## src/rtl/alu_4bit.sv

```systemverilog
// alu_4bit: registered 4-bit ALU. Fourteen result buses plus y/Cout
// chosen by S. Inputs A, B, S; every output is a flop, 1-cycle latency.
module alu_4bit (
  input  logic       clk,
  input  logic       rst,
  input  logic [3:0] A,
  input  logic [3:0] B,
  input  logic [3:0] S,
  output logic [3:0] Add,
  output logic [3:0] Diff,
  output logic [3:0] Twos,
  output logic [3:0] Inc,
  output logic [3:0] Dec,
  output logic [3:0] Bit_and,
  output logic [3:0] Bit_or,
  output logic [3:0] Bit_xor,
  output logic [3:0] Ones,
  output logic [3:0] Sh_left,
  output logic [3:0] Sh_right,
  output logic [3:0] Ar_right,
  output logic [3:0] Ro_left,
  output logic [3:0] Ro_right,
  output logic [3:0] y,
  output logic       Cout
);

  // 5-bit sums keep the carry out in bit 4
  logic [4:0] add5;
  logic [4:0] sub5;
  logic [4:0] inc5;
  logic [4:0] dec5;

  assign add5 = {1'b0, A} + {1'b0, B};
  assign sub5 = {1'b0, A} + {1'b0, ~B} + 5'd1;
  assign inc5 = {1'b0, A} + 5'd1;
  assign dec5 = {1'b0, A} + 5'b01111;

  logic [3:0] add_d,  add_q;
  logic [3:0] diff_d, diff_q;
  logic [3:0] twos_d, twos_q;
  logic [3:0] inc_d,  inc_q;
  logic [3:0] dec_d,  dec_q;
  logic [3:0] and_d,  and_q;
  logic [3:0] or_d,   or_q;
  logic [3:0] xor_d,  xor_q;
  logic [3:0] ones_d, ones_q;
  logic [3:0] shl_d,  shl_q;
  logic [3:0] shr_d,  shr_q;
  logic [3:0] asr_d,  asr_q;
  logic [3:0] rol_d,  rol_q;
  logic [3:0] ror_d,  ror_q;
  logic [3:0] y_d,    y_q;
  logic       cout_d, cout_q;

  assign add_d  = add5[3:0];
  assign diff_d = sub5[3:0];
  assign twos_d = ~A + 4'd1;
  assign inc_d  = inc5[3:0];
  assign dec_d  = dec5[3:0];
  assign and_d  = A & B;
  assign or_d   = A | B;
  assign xor_d  = A ^ B;
  assign ones_d = ~A;
  assign shl_d  = {A[2:0], 1'b0};
  assign shr_d  = {1'b0, A[3:1]};
  assign asr_d  = {A[3], A[3:1]};
  assign rol_d  = {A[2:0], A[3]};
  assign ror_d  = {A[0], A[3:1]};

  always_comb begin
    y_d    = 4'd0;
    cout_d = 1'b0;
    case (S)
      4'b0000: begin
        y_d    = add_d;
        cout_d = add5[4];
      end
      4'b0001: begin
        y_d    = diff_d;
        cout_d = sub5[4];
      end
      4'b0010: y_d = twos_d;
      4'b0011: begin
        y_d    = inc_d;
        cout_d = inc5[4];
      end
      4'b0100: begin
        y_d    = dec_d;
        cout_d = dec5[4];
      end
      4'b0101: y_d = and_d;
      4'b0110: y_d = or_d;
      4'b0111: y_d = xor_d;
      4'b1000: y_d = ones_d;
      4'b1001: y_d = shl_d;
      4'b1010: y_d = shr_d;
      4'b1011: y_d = asr_d;
      4'b1100: y_d = rol_d;
      4'b1101: y_d = ror_d;
      default: begin
        y_d    = 4'd0;
        cout_d = 1'b0;
      end
    endcase
  end

  always_ff @(posedge clk or posedge rst) begin
    if (rst) begin
      add_q  <= '0;
      diff_q <= '0;
      twos_q <= '0;
      inc_q  <= '0;
      dec_q  <= '0;
      and_q  <= '0;
      or_q   <= '0;
      xor_q  <= '0;
      ones_q <= '0;
      shl_q  <= '0;
      shr_q  <= '0;
      asr_q  <= '0;
      rol_q  <= '0;
      ror_q  <= '0;
      y_q    <= '0;
      cout_q <= 1'b0;
    end else begin
      add_q  <= add_d;
      diff_q <= diff_d;
      twos_q <= twos_d;
      inc_q  <= inc_d;
      dec_q  <= dec_d;
      and_q  <= and_d;
      or_q   <= or_d;
      xor_q  <= xor_d;
      ones_q <= ones_d;
      shl_q  <= shl_d;
      shr_q  <= shr_d;
      asr_q  <= asr_d;
      rol_q  <= rol_d;
      ror_q  <= ror_d;
      y_q    <= y_d;
      cout_q <= cout_d;
    end
  end

  assign Add      = add_q;
  assign Diff     = diff_q;
  assign Twos     = twos_q;
  assign Inc      = inc_q;
  assign Dec      = dec_q;
  assign Bit_and  = and_q;
  assign Bit_or   = or_q;
  assign Bit_xor  = xor_q;
  assign Ones     = ones_q;
  assign Sh_left  = shl_q;
  assign Sh_right = shr_q;
  assign Ar_right = asr_q;
  assign Ro_left  = rol_q;
  assign Ro_right = ror_q;
  assign y        = y_q;
  assign Cout     = cout_q;

endmodule

```

## config.mk

```make
export PLATFORM = sky130hd
export DESIGN_NAME = alu_4bit
export DESIGN_NICKNAME = d
export VERILOG_FILES = /design/src/rtl/alu_4bit.sv
export SDC_FILE = /design/constraint.sdc
export NUM_CORES = 1
export LEC_CHECK = 0
export ABC_CLOCK_PERIOD_IN_PS = 2400
export CAP_MARGIN = 10
export CORE_MARGIN = 2
export CORE_UTILIZATION = 48
export CTS_CLUSTER_SIZE = 14
export DETAILED_ROUTE_END_ITERATION = 8
export PLACE_DENSITY = 0.85
export RECOVER_POWER = 100
export SLEW_MARGIN = 30
export SYNTH_ARGS = -nofsm -noshare
export SYNTH_HDL_FRONTEND = slang
export SYNTH_SLANG_ARGS = --single-unit
```

## constraint.sdc

```tcl
create_clock -name clk -period 2.4 [get_ports clk]
set_clock_uncertainty 0.1 [all_clocks]
set_input_delay 0.36 -clock clk [delete_from_list [all_inputs] [get_ports clk]]
set_output_delay 0.36 -clock clk [all_outputs]
set_load 0.01 [all_outputs]
```

# [After elaboration in Yosys (flattened, before gate mapping)]
# Cells that the tools add are included.
[totals] output_inout_bits=61 reg_bits=58 inputBits=14 word_cells=43
[op_classes] n_eq_ne=13 n_reduce_logical=1 mux=2 n_addsub=6 bitwise=5
[op_table] operator="4-bit case mux with 14 select lines" count=1
[op_table] operator="4-bit == test, second input constant" count=6
[op_table] operator="4-bit by 3-bit == test with 1-bit output, second input constant" count=4
[op_table] operator="4-bit by 4-bit adder with 5-bit output" count=2
[op_table] operator="4-bit by 2-bit == test with 1-bit output, second input constant" count=2
[op_table] operator="4-bit inverter" count=2
[op_table] operator="4-bit by 1-bit adder with 5-bit output, second input constant" count=1
[op_table] operator="4-bit by 4-bit adder with 5-bit output, second input constant" count=1
[op_table] operator="5-bit by 1-bit adder with 5-bit output, second input constant" count=1
[op_table] operator="4-bit by 1-bit adder with 4-bit output, second input constant" count=1
[op_table] operator="4-bit bitwise AND" count=1
[op_table] operator="4-bit by 1-bit == test with 1-bit output, second input constant" count=1
[op_table] operator="4-bit zero test" count=1
[op_table] operator="4-bit bitwise OR" count=1
[op_table] operator="1-bit case mux with 4 select lines" count=1
[op_table] operator="4-bit XOR" count=1

# [Logic depth before layout (Yosys ltp)]
[depth] depth_word=4 depth_mapped=9 ltp_nobuf=8

# [Least setup slack after synthesis]
# OpenSTA, ideal clock, no wires.
[synth_timing] kind="input to register" from="input A[0]" to="register y_q[1] (netlist: y[1])" path_buffers=0 slack_ns=0.398 required_ns=2.162 setup_time_ns=0.138 stages=7 arrival_time_ns=1.764 cell_sequence="inv_1 -> ha_1 -> inv_1 -> fa_1 -> mux4_2 -> a2bb2oi_1 -> o21ai_0"
[synth_between] elab_chain_cells=3 elab_cells_between_ends=8 cone_classes="add/sub (6); mux (1); bitwise (1)"
[synth_rtl] item="start: declaration" line_no="6" source="input logic [3:0] A,"
[synth_rtl] item="4-bit by 4-bit adder with 5-bit output" line_no="34" source="assign sub5 = {1'b0, A} + {1'b0, ~B} + 5'd1;"
[synth_rtl] item="5-bit by 1-bit adder with 5-bit output" line_no="34"
[synth_rtl] item="via sub5[1]" line_no="29" source="logic [4:0] sub5;"
[synth_rtl] item="4-bit case mux with 14 select lines" line_no="73" source="case (S)"
[synth_rtl] item="via y_d[1]" line_no="52" source="logic [3:0] y_d, y_q;"
[synth_rtl] item="end signal: assignment" line_no="140" source="y_q <= y_d;"
[synth_rtl] item="end: declaration" line_no="52"
# The timed path passes the listed nets, and every way through them passes these cells.

# [Worst setup path in the final report]
# Same ends and word-level chain as after synthesis.

==> flow_summary.toml <==
[run_status]
status = "complete, no violations"

[yosys]
yosys_warnings = 0
synth_ff_type = "dfrtp_1"
yosysTopAreaCellShare = 0.468
synth.largest_area_cell = "dfrtp_1"
synth-edff-count = 0
synth-seq-area-share = 0.468
netlist_instances = 197
synth_seq_cells = 39
syn_avg_cell_area_um2 = 10.6
synth_cell_type_count = 45
async_flop_share = 1.00
netlist_top_cells_area = "dfrtp_1 47%, buf_4 9.0%, ha_1 8.4%, inv_1 3.8%, nand2_1 2.2%"
synthesis.area_mm2 = 0.00208

[clocking]
cts_setup_buffers = 0
cts_buffers = 5
cts_max_path_buffers = 2
cts_tree = "built"
clock-sinks = 39
cts_resized = 0
htree_levels = 2
clk_pin_slew_worst_paths_ps = 70
root_buffer = "clkbuf_8"
cts_hold_buf = 0

[floorplan]
ioPinCount = 75
die_h_um = 69.9
core_region_area_mm2 = 0.00409
initial_core_util = 0.510
rows = 23
die_width_um = 69.9
dieArea_mm2 = 0.00489

[drt]
drt_pre_antenna_iters = 4
viasPerCell = 5.15
drtAntennaViolNets = 0
drt_iter0_markers = 116
drc = 0
vias = 1664
wl_mm = 4.88
routedWlPerCell_um = 15.1

[cells_and_area]
num_antenna_cells = 0
layout.cells.non_filler = 323
fin_nets = 303
drive_gt1_frac = 0.110
syn2layout_area_growth_pct = 39.9
design_area_mm2 = 0.00292

[global_route]
grt_pass1_wl_mm = 8.01
track_usage = 0.211
grt.overflow.total = 0
grtUsageMet2 = 0.378
antenna_found_initial = 0
grt_max_degree = 40
grt_use_met3 = 0.0505
grt_busiest_layer = "met2"
grt_util_met1 = 0.255
grt_pass1_vias = 1662

[timing]
holdWs_ps = 639
fin_crit_sh = 0.978
period_minus_slack_ps = 2350
setup_viol = 0
drv_slew = 0
final_hold_viol_count = 0
clock.fmax_mhz = 426
tightest_slew_ps = 927
grt_setup_unrepaired = "no"
timing.slew.headroom = 0.382

[power]
p_per_area_mw_per_mm2 = 549
ir_drop_uv = 279
p_leak_nw = 1.34

[setup_path]
crit_path_end = "y[1]$_DFF_PP0_"
crit_type = "in -> reg"
crit_fanout = 3
endpoint_kind = "flip-flop"
start_kind = "input port"
required_ps = 2450
arrival_ps = 2390
crit_start = "A[0]"

[place]
postPlaceCellArea_mm2 = 0.00286
io_buffers = 72
dp.cells = 316
place_hpwl_mm = 3.80
gp_congestion = 0.918

[min_path]
min_path_type = "in -> reg"

[job]
max_cap_violations = 0
[synthesized netlist by cell type, types with 2 or more instances]
cell type / number
dfrtp_1: 39
nor2b_1: 5
a21oi_1: 8
buf_2: 3
fa_1: 2
a21o_1: 3
ha_1: 14
a211oi_1: 2
inv_1: 21
o21ai_0: 5
nand4_1: 3
xnor2_1: 5
nor2_1: 7
nand2_1: 12
buf_6: 2
xor2_1: 4
a22oi_1: 3
o221ai_1: 2
o311ai_0: 2
buf_4: 25
nor3_1: 2
nand3_1: 5
[cell usage in the layout, fill, tap and decap left out, types with 2 or more instances in the layout]
cell	count
xnor2_1	5
o221ai_1	2
clkbuf_8	6
xor2_1	4
nand2_1	12
a21oi_1	8
clkbuf_4	4
dlygate4sd3_1	64
a22oi_1	3
nand4_1	3
dfrtp_1	39
nand3_1	5
o311ai_0	2
ha_1	14
clkbuf_1	8
a21o_1	3
conb_1	2
a211oi_1	2
buf_4	14
nor3_1	2
nor2b_1	5
o21ai_0	5
fa_1	2
inv_1	21
clkdlybuf4s50_1	8
nor2_1	7
[power breakdown]
part           internal (mW)  switching [mW]  leakage (nW)
registers              0.719          0.0182         0.459
logic                  0.220           0.216         0.836
clock network          0.225           0.204        0.0470
[cell type report]
cell class	count	area, µm²
clock buffer	6	82.6
fill	324	1170
inverter	21	78.8
sequential	39	976
multi-input combinational	106	800
clock inverter	1	5.00
tap	50	62.6
timing repair buffer	100	911
[per-stage QoR]
step / util / setup TNS (ps) / power, mW / setup WS (ps)
after detailed placement: 0.700 / -369 / 1.23 / -246
after global routing: 0.713 / 0 / 1.69 / 6.43
after global placement: 0.700 / -219 / 1.22 / -149
after CTS: 0.721 / 0 / 1.67 / 49.4
after floorplan: - / 0 / 0.983 / 398
final: 0.713 / 0 / 1.60 / 52.0
[critical path: stages]
cell             delay, ps
clkdlybuf4s50_1        500
inv_1                   70
ha_1                   220
inv_1                   80
fa_1                   430
mux4_2                 490
a2bb2oi_1              160
o21ai_0                 90
[how the worst min path moves through the flow]
stage	from	end	slack (ps)	cells after the start
6_report	A[2]	Ones[2]$_DFF_PP0_	640	2
5_1_grt	A[2]	Ones[2]$_DFF_PP0_	650	2
4_1_cts	rst	Ro_left[1]$_DFF_PP0_	410	3
3_5_place_dp	rst	Ro_left[1]$_DFF_PP0_	710	3
3_3_place_gp	rst	Ro_left[1]$_DFF_PP0_	700	3
2_1_floorplan	A[0]	Ro_left[1]$_DFF_PP0_	290	0
[flip-flops by register name, summed over array words and instances (netlist names)]
register  flops
y             4
Add           3
Ones          4
Ro_left       1
Cout          1
Bit_and       4
Ro_right      3
Bit_or        4
Bit_xor       3
Diff          4
Inc           3
Twos          2
Dec           3
[logic make-up after synthesis]
kind of cell | count (synthesis) | synth area share
xor+xnor | 9 | 0.0378
other cells | 1 | 0.00180
simple gates | 40 | 0.0960
compound gates | 36 | 0.122
buf+inv | 53 | 0.150
flops | 39 | 0.468
fa+ha+maj | 16 | 0.103
mux | 3 | 0.0210
[metal layers]
layer  share of wire  vias to the layer above
met5               0                        -
met4          0.0098                        0
met3           0.064                        6
met2            0.52                       71
met1            0.40                      802
li1                -                      785
Power figures use the tool's default switching activity.
